**src/rtl/neuron_pkg.sv**
```systemverilog
// Shared types and helpers for the single-neuron trainer and forward datapath.
package neuron_pkg;

  localparam int XW_W_DEF = 2;
  localparam int B_W_DEF  = 4;

  typedef enum logic [1:0] {
    ST_IDLE = 2'd0,
    ST_FWD  = 2'd1,
    ST_UPD  = 2'd2,
    ST_OUT  = 2'd3
  } state_t;

  // Clamp a signed value into the range of a signed field of the given width.
  function automatic logic signed [31:0] sat_signed(input logic signed [31:0] value,
                                                    input int width);
    logic signed [31:0] hi;
    logic signed [31:0] lo;
    hi = (32'sd1 <<< (width - 1)) - 32'sd1;
    lo = -(32'sd1 <<< (width - 1));
    if (value > hi) return hi;
    if (value < lo) return lo;
    return value;
  endfunction

endpackage

```
**src/rtl/neuron_mac_sat.sv**
```systemverilog
// Combinational neuron forward pass: y = sat(x*w + b), shared with the forward neuron path.
module neuron_mac_sat
  import neuron_pkg::*;
#(
  parameter int XW_W = XW_W_DEF,
  parameter int B_W  = B_W_DEF
) (
  input  logic [XW_W-1:0] x,
  input  logic [XW_W-1:0] w,
  input  logic [B_W-1:0]  b,
  output logic [B_W-1:0]  y
);

  always_comb begin
    y = B_W'(sat_signed(32'($signed(x)) * 32'($signed(w)) + 32'($signed(b)), B_W));
  end

endmodule

```
**src/rtl/neuron_trainer.sv**
```systemverilog
// Perceptron trainer: owns w/b, runs forward pass on each sample, forms the error and updates w/b.
//   state | meaning
//   IDLE  | ready for a sample or a direct w/b load
//   FWD   | forward pass with current w/b, capture y and err
//   UPD   | apply learning update and streak tracking, raise m_valid
//   OUT   | hold result until consumer handshake
module neuron_trainer
  import neuron_pkg::*;
#(
  parameter int XW_W       = XW_W_DEF,
  parameter int B_W        = B_W_DEF,
  parameter int LR_SHIFT   = 0,
  parameter int CONV_COUNT = 4
) (
  input  logic            clk,
  input  logic            rst_n,
  input  logic            ld_en,
  input  logic [XW_W-1:0] ld_w,
  input  logic [B_W-1:0]  ld_b,
  input  logic            s_valid,
  output logic            s_ready,
  input  logic [XW_W-1:0] s_x,
  input  logic [B_W-1:0]  s_target,
  input  logic            s_learn,
  output logic            m_valid,
  input  logic            m_ready,
  output logic [B_W-1:0]  m_y,
  output logic [B_W:0]    m_err,
  output logic [XW_W-1:0] w,
  output logic [B_W-1:0]  b,
  output logic            converged
);

  localparam int SW = $clog2(CONV_COUNT + 1);

  state_t          state_q, state_d;
  logic [XW_W-1:0] x_q, x_d;
  logic [XW_W-1:0] w_q, w_d;
  logic [B_W-1:0]  target_q, target_d;
  logic [B_W-1:0]  b_q, b_d;
  logic [B_W-1:0]  m_y_q, m_y_d;
  logic [B_W:0]    m_err_q, m_err_d;
  logic            learn_q, learn_d;
  logic            m_valid_q, m_valid_d;
  logic            conv_q, conv_d;
  logic [SW-1:0]   streak_q, streak_d;

  logic [B_W-1:0]  y_fwd;
  logic [B_W:0]    err_fwd;
  logic [XW_W-1:0] w_upd;
  logic [B_W-1:0]  b_upd;

  neuron_mac_sat #(.XW_W(XW_W), .B_W(B_W)) u_mac (
    .x (x_q),
    .w (w_q),
    .b (b_q),
    .y (y_fwd)
  );

  // Error is exact in B_W+1 bits; updates use wide intermediates before clamping.
  always_comb begin
    err_fwd = (B_W+1)'(32'($signed(target_q)) - 32'($signed(y_fwd)));
    w_upd   = XW_W'(sat_signed(32'($signed(w_q)) +
                ((32'($signed(m_err_q)) * 32'($signed(x_q))) >>> LR_SHIFT), XW_W));
    b_upd   = B_W'(sat_signed(32'($signed(b_q)) +
                (32'($signed(m_err_q)) >>> LR_SHIFT), B_W));
  end

  always_comb begin
    state_d   = state_q;
    x_d       = x_q;
    target_d  = target_q;
    learn_d   = learn_q;
    w_d       = w_q;
    b_d       = b_q;
    m_y_d     = m_y_q;
    m_err_d   = m_err_q;
    m_valid_d = m_valid_q;
    streak_d  = streak_q;
    s_ready   = 1'b0;
    case (state_q)
      ST_IDLE: begin
        s_ready = !ld_en;
        if (ld_en) begin
          w_d      = ld_w;
          b_d      = ld_b;
          streak_d = '0;
        end else if (s_valid) begin
          x_d      = s_x;
          target_d = s_target;
          learn_d  = s_learn;
          state_d  = ST_FWD;
        end
      end
      ST_FWD: begin
        m_y_d   = y_fwd;
        m_err_d = err_fwd;
        state_d = ST_UPD;
      end
      ST_UPD: begin
        if (learn_q) begin
          w_d = w_upd;
          b_d = b_upd;
          if (m_err_q != '0)                    streak_d = '0;
          else if (streak_q != SW'(CONV_COUNT)) streak_d = streak_q + SW'(1);
        end
        m_valid_d = 1'b1;
        state_d   = ST_OUT;
      end
      ST_OUT: begin
        if (m_ready) begin
          m_valid_d = 1'b0;
          state_d   = ST_IDLE;
        end
      end
      default: state_d = ST_IDLE;
    endcase
    conv_d = (streak_d == SW'(CONV_COUNT));
  end

  always_ff @(posedge clk or negedge rst_n) begin
    if (!rst_n) begin
      state_q   <= ST_IDLE;
      x_q       <= '0;
      target_q  <= '0;
      learn_q   <= 1'b0;
      w_q       <= '0;
      b_q       <= '0;
      m_y_q     <= '0;
      m_err_q   <= '0;
      m_valid_q <= 1'b0;
      streak_q  <= '0;
      conv_q    <= 1'b0;
    end else begin
      state_q   <= state_d;
      x_q       <= x_d;
      target_q  <= target_d;
      learn_q   <= learn_d;
      w_q       <= w_d;
      b_q       <= b_d;
      m_y_q     <= m_y_d;
      m_err_q   <= m_err_d;
      m_valid_q <= m_valid_d;
      streak_q  <= streak_d;
      conv_q    <= conv_d;
    end
  end

  assign m_valid   = m_valid_q;
  assign m_y       = m_y_q;
  assign m_err     = m_err_q;
  assign w         = w_q;
  assign b         = b_q;
  assign converged = conv_q;

endmodule

```
**config.mk**
```make
export PLATFORM = sky130hd
export DESIGN_NAME = neuron_trainer
export DESIGN_NICKNAME = d
export VERILOG_FILES = /design/src/rtl/neuron_pkg.sv /design/src/rtl/neuron_mac_sat.sv /design/src/rtl/neuron_trainer.sv
export SDC_FILE = /design/constraint.sdc
export NUM_CORES = 1
export LEC_CHECK = 0
export ABC_AREA = 1
export BUFFER_PORTS_ARGS = -buffer_cell sky130_fd_sc_hd__buf_2
export CAP_MARGIN = 20
export CORE_MARGIN = 3
export CORE_UTILIZATION = 40
export CTS_BUF_LIST = sky130_fd_sc_hd__clkbuf_8 sky130_fd_sc_hd__clkbuf_16
export DETAILED_ROUTE_END_ITERATION = 8
export GPL_TIMING_DRIVEN = 0
export SLEW_MARGIN = 20
export SYNTH_ARGS = -nofsm -noshare
export SYNTH_HDL_FRONTEND = slang
export SYNTH_HIERARCHICAL = 1
export SYNTH_SLANG_ARGS = --single-unit
```
**constraint.sdc**
```tcl
create_clock -name clk -period 7.2 [get_ports clk]
set_input_delay 0 -clock clk [delete_from_list [all_inputs] [get_ports clk]]
set_output_delay 0 -clock clk [all_outputs]
set_load 0.01 [all_outputs]
```
==> reports/qor.csv <==
stage,metric,value,unit
route,num_vias,2435,
clock_network,cts_setup_buffers,0,
sta,rsz0062_at_grt,no,
route,drcViolationCount,0,
setup_path,cp_slowest_stage_delay,540,ps
setup_path,crit_arrival,3740,ps
setup_path,critical_path.most_common_cell,nand2_1,
sta,fin_skew,2.668,ps
die,die_x,88.16,um
grt,overflow,0,
route,wl_per_cell,12.15,um
route,postRouteWirelength,6.077,mm
final_layout,drive_above_1_share,17.02,%
clock_network,cts_resized,0,
clock_network,cts_max_level,2,
clock_network,cts_buffer_depth,2,
grt,grt_pass1_wl,10.81,mm
grt,grt_pass1_vias,2369,
sta,relSlewSlack,54.53,%
sta,hold_viol_final,0,
route,firstDrtPassIters,5,
grt,antenna_found_initial,0,
min_path,min_path_type,input port to flip-flop,
setup_path,cpMaxStageDelayCell,dfrtp_1,
clock_network,cts_root_buf,clkbuf_8,
route,ant_nets,0,
sta,fmax,279.3,MHz
die,start_util,41.81,%
clock_network,cts_tree,built,
setup_path,crit_fanout,8,
yosys,avgSynthCellArea,7.278,um^2
yosys,yosysUniqueCellTypes,34,
min_path,whs_path_depth,3,
placement,gp_congestion,0.8198,
yosys,syn_area,2700,um^2
die,core-area,6459,um^2
die,num_rows,29,
setup_path,worstPathCellList,inv_1 -> or2_2 -> fa_1 -> inv_1 -> fa_1 -> nand2_1 -> nand2_1 -> nand2_1 -> nand2_2 -> nand2_2 -> nand2_2 -> nand2_1 -> nand2_1 -> ha_1 -> fa_1 -> nor2_1 -> o31ai_1 -> o211ai_1 -> o21ai_0,
route,drt-initial-drc-count,80,
sta,finalCriticalPeriod,3580,ps
flow_run,drv_cap,0,
clock_network,cts.sinks,29,
yosys,netlist_instances,371,
die,die_h,88.16,um
route,vias_per_cell,4.870,
die,ios,36,
final_layout,area_growth,16.45,%
yosys,syn_nets,431,
setup_path,worst-setup-path-type,flip-flop to flip-flop,
clock_network,worstSkewPairLatency,280,ps
sta,timing.final.crit_share,49.72,%
placement,portBuffers,35,
yosys,ys.warnings.count,6,
grt,grt_use_total,17.55,%
sta,worst-slew-pin-transition,682.1,ps
setup_path,cp_data_required_time,7360,ps
sta,slew_violations,0,
setup_path,reg2reg_depth,19,
sta,setup_violations,0,
clock_network,numCtsBuffers,5,
setup_path,startpoint_type,flip-flop,
placement,dp_hpwl,4.847,mm
die,dieArea,7772,um^2
sta,fin_setup_tns,0,ps
setup_path,cp-end-kind,flip-flop,
yosys,ys_seq_area_share,26.88,%
clock_network,clk_pin_slew_worst_paths,60,ps
final_layout,final_nets,482,
final_layout,diodes,0,
status,status,"finished, final reports clean",
yosys,ys_seq_elements,29,
grt,grt_max_degree,30,
==> cell families (layout without fill, tap and decap cells) <==
kind of cell,count (synthesis),count (layout),synth area share [%]
AND/OR/NAND/NOR,178,178,28.82
buffers and inverters,67,119,9.499
AO/OA/AOI/OAI,47,47,9.964
adder cells (fa/ha/maj),42,42,21.96
flip-flops,29,29,26.88
XOR/XNOR,5,5,1.622
multiplexers,3,3,1.251
==> worst paths after layout <==
kind	to	slack (ps)	from
worst max-delay path	m_err[4]$_DFFE_PN0N_	3620	w[1]$_DFFE_PN0P_
worst min-delay path	b[0]$_DFFE_PN0P_	20	ld_b[0]
worst max register to register	m_err[4]$_DFFE_PN0N_	3620	w[1]$_DFFE_PN0P_
worst min register to register	m_y[0]$_DFFE_PN0N_	470	m_y[0]$_DFFE_PN0N_
max in group asynchronous	w[1]$_DFFE_PN0P_	6460	rst_n
min in group asynchronous	learn_q$_DFFE_PN0P_	290	rst_n
==> cell usage in the layout, fill, tap and decap left out, types with 14 or more instances in the layout <==
master   netlist  routed
nand2_1      105     105
inv_1         58      59
buf_2          1      36
ha_1          33      33
dfrtp_1       29      29
nor2_1        23      23
a21oi_1       23      23
nand3_1       20      20
o21ai_0       14      14
==> metrics by stage <==
step,instance area (um^2),std cells,util [%],hold WS [ps],worst slack [ps]
2_1_floorplan,2700,371,-,-295.6,3851
3_3_place_gp,2972,483,46.01,78.70,3641
3_5_place_dp,2972,483,46.01,84.93,3596
4_1_cts,3144,500,48.68,12.82,3585
5_1_grt,3144,500,48.68,31.95,3318
6_report,3144,500,48.68,17.44,3620
==> flip-flops by register name (all words and copies together), names as in the netlist <==
signal     flops
w              2
learn_q        1
state_q        2
x_q            2
streak_q       3
m_err          5
m_valid        1
target_q       4
m_y            4
b              4
converged      1
==> metal layers <==
metal | global-route usage [%] | routed length (um) | vias to the layer above
li1 | - | - | 1290
met1 | 23.04 | 2958 | 1105
met2 | 30.25 | 2879 | 34
met3 | 3.104 | 179 | 6
met4 | 3.709 | 59 | 0
met5 | 0 | 0 | -
==> timing repair <==
item | CTS | global route
hold buffers | 9 | 0
hold endpoints to repair | 37 | 0
endpoints found under the setup margin | 0 | 0
==> layout make-up <==
class                           instances  area, um^2
Buffer                                  6       27.53
Clock buffer                            5       68.82
Clock inverter                          3       13.76
Fill cell                             652        3314
Inverter                               61       229.0
Multi-Input combinational cell        275        1718
Sequential cell                        29       725.7
Tap cell                               77       96.34
Timing Repair Buffer                   44       265.3
==> critical path, delay by kind of cell, from the launching register on <==
family,cells,cell delay (ps)
fa+ha+maj,4,1520
simple gates,10,990
flops,1,540
compound gates,3,260
buf+inv,2,150
==> synth_stat cells <==
cell	count	area share, %
nor3_1	2	0.37
nand3_1	20	3.7
nand2_2	8	1.9
nor2_2	3	0.70
o31ai_1	1	0.28
a31oi_1	1	0.23
xor2_1	4	1.3
nand2_1	105	15
nor2_1	23	3.2
inv_1	58	8.1
nand3_2	3	1.1
clkbuf_1	4	0.56
xnor2_1	1	0.32
fa_1	9	6.7
buf_4	1	0.28
or2_1	2	0.46
a21oi_1	23	4.3
a21o_1	1	0.28
buf_2	1	0.19
nor3b_1	1	0.28
o221ai_1	1	0.32
a21oi_2	1	0.32
nand4_1	6	1.4
o22ai_2	1	0.46
o2bb2ai_1	1	0.32
o21ai_0	14	2.6
o211ai_1	1	0.28
ha_1	33	15
o21ai_2	1	0.32
dfrtp_1	29	27
or2_2	5	1.2
mux2_2	3	1.3
a22oi_1	1	0.28
inv_2	3	0.42
Power is left out: the tool's default activity adds up to more than one toggle a clock period on the data nets, which glitch-free logic cannot reach.
